**config.mk**
```make
export PLATFORM = sky130hd
export DESIGN_NAME = pc_sequencer
export DESIGN_NICKNAME = d
export VERILOG_FILES = /design/src/rtl/pc_sequencer.sv
export SDC_FILE = /design/constraint.sdc
export NUM_CORES = 1
export LEC_CHECK = 0
export ABC_AREA = 1
export CAP_MARGIN = 20
export CORE_MARGIN = 2
export CORE_UTILIZATION = 30
export DETAILED_ROUTE_END_ITERATION = 8
export PLACE_DENSITY = 0.69
export SYNTH_ARGS = -nofsm -noshare
export SYNTH_HDL_FRONTEND = slang
export SYNTH_SLANG_ARGS = --single-unit
export TNS_END_PERCENT = 50
```
**constraint.sdc**
```tcl
create_clock -name clk -period 2.05 [get_ports clk]
set_input_delay 0.41 -clock clk [delete_from_list [all_inputs] [get_ports clk]]
set_output_delay 0.41 -clock clk [all_outputs]
set_load 0.01 [all_outputs]
```
**src/rtl/pc_sequencer.sv**
```systemverilog
`default_nettype none
// ============================================================================
// Module      : pc_sequencer
// Description : Owns the program-counter register of the fetch datapath.
//               Each cycle it holds the PC, advances it by 4, or redirects it
//               to a branch/jump target. It also issues the instruction-memory
//               fetch request and sequences the BOOT -> RUN -> HALT states.
//               Optional build macro SEQ_TRAP_EN: when defined, a redirect to
//               a target that is not word aligned loads TRAP_VECTOR instead,
//               pulses trap and records the offending target in trap_addr.
// Revision    : 1.0 - initial release
// ============================================================================
module pc_sequencer #(
  parameter int               WIDTH        = 32,
  parameter logic [WIDTH-1:0] RESET_VECTOR = 32'h0000_0000,
  parameter logic [WIDTH-1:0] TRAP_VECTOR  = 32'h0000_0100
) (
  input  logic             clk,
  input  logic             rst,
  input  logic             stall,
  input  logic             halt,
  input  logic             branch_taken,
  input  logic [WIDTH-1:0] branch_target,
  input  logic             jump,
  input  logic [WIDTH-1:0] jump_target,
  input  logic             imem_ready,
  output logic             imem_req,
  output logic [WIDTH-1:0] pc,
  output logic [WIDTH-1:0] next_pc,
  output logic             pc_valid,
  output logic             flush,
`ifdef SEQ_TRAP_EN
  output logic             trap,
  output logic [WIDTH-1:0] trap_addr,
`endif
  output logic [WIDTH-1:0] fetch_count
);

  // Sequencer states.
  localparam logic [1:0] ST_BOOT = 2'd0;
  localparam logic [1:0] ST_RUN  = 2'd1;
  localparam logic [1:0] ST_HALT = 2'd2;

  localparam logic [WIDTH-1:0] C_PC_STEP = WIDTH'(4);
  localparam logic [WIDTH-1:0] C_ONE     = WIDTH'(1);

  logic [1:0]       state_q, state_d;
  logic [WIDTH-1:0] pc_q, pc_d;
  logic [WIDTH-1:0] count_q, count_d;

  logic             w_in_boot;
  logic             w_redirect;
  logic             w_fire;
  logic [WIDTH-1:0] w_raw_target;
  logic [WIDTH-1:0] w_eff_target;

`ifdef SEQ_TRAP_EN
  logic             w_trap;
  logic [WIDTH-1:0] trap_addr_q, trap_addr_d;
`endif

  // Fetch handshake and redirect detection; redirects are dropped in BOOT.
  always_comb begin
    w_in_boot    = (state_q == ST_BOOT);
    w_redirect   = (jump | branch_taken) & ~w_in_boot;
    imem_req     = (state_q == ST_RUN) & ~stall;
    w_fire       = imem_req & imem_ready;
    // Jump outranks a simultaneously taken branch.
    w_raw_target = jump ? jump_target : branch_target;
  end

`ifdef SEQ_TRAP_EN
  // A misaligned redirect is diverted to the trap handler and recorded.
  always_comb begin
    w_trap       = w_redirect & (w_raw_target[1:0] != 2'b00);
    w_eff_target = w_trap ? TRAP_VECTOR : w_raw_target;
    trap_addr_d  = w_trap ? w_raw_target : trap_addr_q;
  end
`else
  // Without trapping the selected target passes through untouched.
  always_comb begin
    w_eff_target = w_raw_target;
  end
`endif

  // Next-PC selection: redirect, then sequential advance, then hold.
  always_comb begin
    pc_d = pc_q;
    if (!w_in_boot) begin
      if (w_redirect) begin
        pc_d = w_eff_target;
      end else if (w_fire) begin
        pc_d = pc_q + C_PC_STEP;  // wraps modulo 2^WIDTH
      end
    end
  end

  // Accepted-fetch counter, counting fires even when they meet a redirect.
  always_comb begin
    count_d = count_q;
    if (w_fire) begin
      count_d = count_q + C_ONE;
    end
  end

  // State transitions; halt wins the state over a concurrent redirect, and a
  // stall without a redirect freezes the state along with the PC.
  always_comb begin
    state_d = state_q;
    case (state_q)
      ST_BOOT: state_d = ST_RUN;
      ST_RUN: begin
        if (halt && !(stall && !w_redirect)) begin
          state_d = ST_HALT;
        end
      end
      ST_HALT: begin
        if (w_redirect) begin
          state_d = ST_RUN;
        end
      end
      default: state_d = ST_BOOT;
    endcase
  end

  // State, PC and counter registers with immediate reset.
  always_ff @(posedge clk or posedge rst) begin
    if (rst) begin
      state_q <= ST_BOOT;
      pc_q    <= RESET_VECTOR;
      count_q <= '0;
    end else begin
      state_q <= state_d;
      pc_q    <= pc_d;
      count_q <= count_d;
    end
  end

`ifdef SEQ_TRAP_EN
  // Offending-target capture register.
  always_ff @(posedge clk or posedge rst) begin
    if (rst) begin
      trap_addr_q <= '0;
    end else begin
      trap_addr_q <= trap_addr_d;
    end
  end

  // Trap outputs.
  always_comb begin
    trap      = w_trap;
    trap_addr = trap_addr_q;
  end
`endif

  // Remaining outputs.
  always_comb begin
    pc          = pc_q;
    next_pc     = pc_d;
    pc_valid    = w_fire;
    flush       = w_redirect;
    fetch_count = count_q;
  end

endmodule
`default_nettype wire

```
---- Word level (Yosys, flattened, before mapping) ----
Index checks and enable logic that the tools add are counted.
operators by class
  multiplexer cells ....................... 7
  eq/ne operators ......................... 4
  bitwise logic cells ..................... 6
  reductions and logical operators ........ 6
  $add $sub $neg .......................... 2
operators by type and width
  operator                                               count
  two-way mux 32 bit                                     4
  adder 32 x 1 -> 32 bit, second input constant          1
  adder 32 x 3 -> 32 bit, second input constant          1
  case mux 2 bit (3 select lines)                        1
  two-way mux 2 bit                                      2
  bitwise AND 1 bit                                      3
  == test 2 x 1 -> 1 bit, second input constant          1
  == test 2 bit, second input constant                   1
  logical AND 1 bit                                      2
  zero test 1 bit                                        2
  zero test 2 bit                                        1
  inequality test 2 x 1 -> 1 bit, second input constant  1
  inequality test 2 bit, second input constant           1
  NOT 1 bit                                              2
  AND reduction 2 bit                                    1
  OR 1 bit                                               1
word-level totals
  bits of input ports ..................... 71
  output and inout bits ................... 99
  register bits ........................... 66

---- Depth between registers and ports, before layout ----
  depth after elaboration ................. 9
  depth in mapped cells ................... 10
  gate-level depth less buffers ........... 10

---- Worst setup path before layout ----
Ideal clock, no wire load.
  path kind ............................... reg2out
  from .................................... reg pc_q[2], in the netlist pc[2]
  to ...................................... out next_pc[14]
  required time ........................... 1640 ps
  path slack .............................. 209 ps
  cell stages (with the launch flop) ...... 7
  arrival ................................. 1431 ps
  cell sequence ........................... dfrtp_1 ha_1 nand3_1 nor2_1 nand3_2 xor2_1 o21ai_0
between the ends
  longest elaborated chain between the ends .. 4
ends and longest elaborated chain
  what                    line  source
  from (decl)             48    logic [WIDTH-1:0] pc_q, pc_d;
  from (signal assigned)  134   pc_q <= pc_d;
  adder 32 x 3 -> 32 bit  93    pc_d = pc_q + C_PC_STEP;
  two-way mux 32 bit      92    end else if (w_fire) begin
  two-way mux 32 bit      90    if (w_redirect) begin
  two-way mux 32 bit      89    if (!w_in_boot) begin
  to (decl)               29    output logic [WIDTH-1:0] next_pc,
No other way between the ends.

---- Worst setup path after layout ----
  from .................................... reg pc_q[10], in the netlist pc[10]
  to ...................................... out next_pc[22]
The elaborated chain is that of the path after synthesis.

==> flow_metrics.env <==
export IMPL_avgSynthCellArea_um2=6.60
export IMPL_grt_pass1_vias=5469
export IMPL_critPathMaxStageDelay_ns=0.39
export IMPL_ys_types=32
export IMPL_failed_checks="setup timing"
export IMPL_synth_mux_area_share_pct=0.221
export IMPL_busiest_layer="met2"
export IMPL_cts_buffers=9
export IMPL_outcome="complete, but fails checks"
export IMPL_multi_input_area_um2=2910
export IMPL_crit_chain="nand2_1 > nor2_2 > buf_4 > inv_1 > nor2_2 > nand2_1 > xnor2_1 > nand2_1 > nand2_1 > buf_2"
export IMPL_dp_slack_ns=-0.801
export IMPL_num_nets_final=1048
export IMPL_final_max_slew_viol_count=0
export IMPL_synth_area_leaders="dfrtp_1 (36%), nand2_1 (26%), nor2_1 (6.0%)"
export IMPL_place_gp_congestion=0.880
export IMPL_area_delta_synth_final_pct=78.5
export IMPL_cts_tree="yes"
export IMPL_synthCells=687
export IMPL_powerDensity_nw_per_um2=996
export IMPL_fill_cells=1321
export IMPL_port_buffers=169
export IMPL_final_common_cell="nand2_1"
export IMPL_synth_nets=760
export IMPL_p_leak_uw=0.00385
export IMPL_routed_wl_um=16600
export IMPL_crit_type="reg -> out"
export IMPL_synth_compound_area_share_pct=4.00
export IMPL_rsz0062_at_grt="yes"
export IMPL_cp_start_kind="flop"
export IMPL_cts_buffer_depth=2
export IMPL_dieArea_um2=16100
export IMPL_crit_required_ns=1.64
export IMPL_ant_nets=0
export IMPL_clk_latency_ns=0.34
export IMPL_worstMarginPinSlew_ns=0.465
export IMPL_cp_common_cell="nand2_1"
export IMPL_route_detailed_drc=0
export IMPL_regArea_um2=1660
export IMPL_diodes=0
export IMPL_dp_hpwl_um=12100
export IMPL_cts_root_buf="clkbuf_16"
export IMPL_finalCritPeriodShare_pct=115
export IMPL_finalClockSkew_ns=0.00664
export IMPL_start_util_pct=31.0
export IMPL_grtUsageTotal_pct=20.9
export IMPL_cap_violations=0
export IMPL_finalSetupViolations=33
export IMPL_synthAdderAreaFrac_pct=0.552
export IMPL_htree_levels=3
export IMPL_grtUsageMet2_pct=36.8
export IMPL_syn_area_um2=4540
export IMPL_finalHoldViolations=0
export IMPL_fmax_mhz=424
export IMPL_vias=5479
export IMPL_final_cell_mix="nand2_1 (299), clkdlybuf4s50_1 (131), buf_4 (100), dfrtp_1 (62), inv_1 (58)"
export IMPL_arrival_ns=1.95
export IMPL_die_h_um=127
export IMPL_cp_max_fo=3
export IMPL_grt_max_degree=42
export IMPL_ys_warnings_count=0
export IMPL_yosysSeqAreaShare_pct=36.4
export IMPL_use_met1_pct=23.3
export IMPL_fin_util_pct=55.3
export IMPL_synth_simple_gate_area_share_pct=45.3
export IMPL_synth_seq_cells=66
export IMPL_grt_ovfl_total=0
export IMPL_die_w_um=127
export IMPL_cts_sinks=66
export IMPL_via_per_inst=4.71
export IMPL_ir_worst_vdd_mv=0.626
export IMPL_hp_class="in -> async"
export IMPL_std_cell_rows=44
export IMPL_antenna_found_initial=1
export IMPL_first_iter_violations=379
export IMPL_synth_top_area_share_pct=36.4
export IMPL_synth_top_family_by_area="simple AND/OR/NAND/NOR gates"
export IMPL_critPathSlowestCell="dfrtp_1"
export IMPL_p_total_uw=8060
export IMPL_dr_pass1_iters=5
export IMPL_grt_pass1_wl_um=26700
export IMPL_synth_xor_area_share_pct=6.57
export IMPL_fin_crit_ns=2.36
export IMPL_cts_hold_fix_buffers=0
export IMPL_grtUsageMet3_pct=6.71
export IMPL_io_pins=170
export IMPL_core_um2=14600
export IMPL_critPathCaptureType="primary output"
export IMPL_relSlewSlack_pct=68.8
export IMPL_setup_ws_ns=-0.306
export IMPL_yosys_area_top_type="dfrtp_1"
export IMPL_path_clk_slew_ns=0.06
export IMPL_drive_gt1_share_pct=27.8
export IMPL_wl_per_cell_um=14.3
==> cells by family after synthesis <==
group                      after synthesis
AOI/OAI and AO/OA                       30
and+or+nand+nor                        473
xor gates and xnor gates                34
muxes                                    1
DFF                                     66
buffers and inverters                   81
adders and majority gates                2
==> metal layers <==
metal	share of wire, %	wire [um]
met4	3.5	589
met1	39	6470
met3	7.8	1300
met5	0	0
met2	50	8230
==> state kept, by name, indices dropped and copies added, names as in the netlist <==
register     cells
fetch_count     32
pc              32
state_q          2
==> worst max-delay path, delay by kind of cell (launching register included) <==
family                 cells  cell delay [ns]
XOR/XNOR                   1             0.15
buffers and inverters      3             0.33
flip-flops                 1             0.39
AND/OR/NAND/NOR            6             0.73
==> power by group <==
group	internal (uW)	total [uW]	leakage, uW	switching [uW]
Combinational	2300	4370	0.00286	2070
Clock	1090	1680	0.000156	591
Sequential	1630	2000	0.000835	371
Total	5030	8060	0.00385	3040
==> what timing repair did <==
item,in CTS,in global routing
resized for setup,239,24
setup endpoints to repair,35,35
cloned,1,0
buffers inserted,29,12
pin swaps,45,29
==> final timing paths <==
kind | startpoint | to | slack (ns) | cells past startpoint
worst max-delay path | pc[10] | next_pc[22] | -0.31 | 10
worst min-delay path | rst | pc[6] | 0.46 | 3
worst max register to register | state_q[1] | pc[20] | -0.10 | 15
worst min register to register | fetch_count[14] | fetch_count[14] | 0.51 | 1
max in group asynchronous | rst | pc[19] | 1.32 | 3
min in group clk | fetch_count[14] | fetch_count[14] | 0.51 | 1
==> synth_stat cells, drive strengths merged <==
cell,count
nand2,316
nor2,81
dfrtp,66
inv,64
nand3,30
xor2,22
nor3,20
nand4,13
o21ai,13
xnor2,12
buf,9
clkbuf,8
nand3b,8
o211ai,5
or2,5
a21o,4
a21oi,4
a31oi,2
ha,2
a22o,1
mux2i,1
o21bai,1
==> cell type report <==
| cell class | instances | share of cell area (%) |
|---|---|---|
| clock buffers | 11 | 3.00 |
| clock inverters | 5 | 0.958 |
| inverters | 64 | 3.04 |
| multi-input cells | 540 | 36.0 |
| flip-flops and latches | 66 | 20.5 |
| well taps | 184 | 2.84 |
| repair buffers | 294 | 33.7 |
==> metrics by stage <==
step,instances,hold slack [ns],TNS [ns],area (um2)
after floorplan,687,0.528,0,4540
after global placement,1111,0.502,-26.33,7140
after detailed placement,1111,0.507,-26.86,7140
after CTS,1152,0.466,-6.07,7950
after global routing,1164,0.503,-10.04,8100
final,1164,0.464,-6.74,8100
Note: power is estimated with default switching activity, not from simulation.
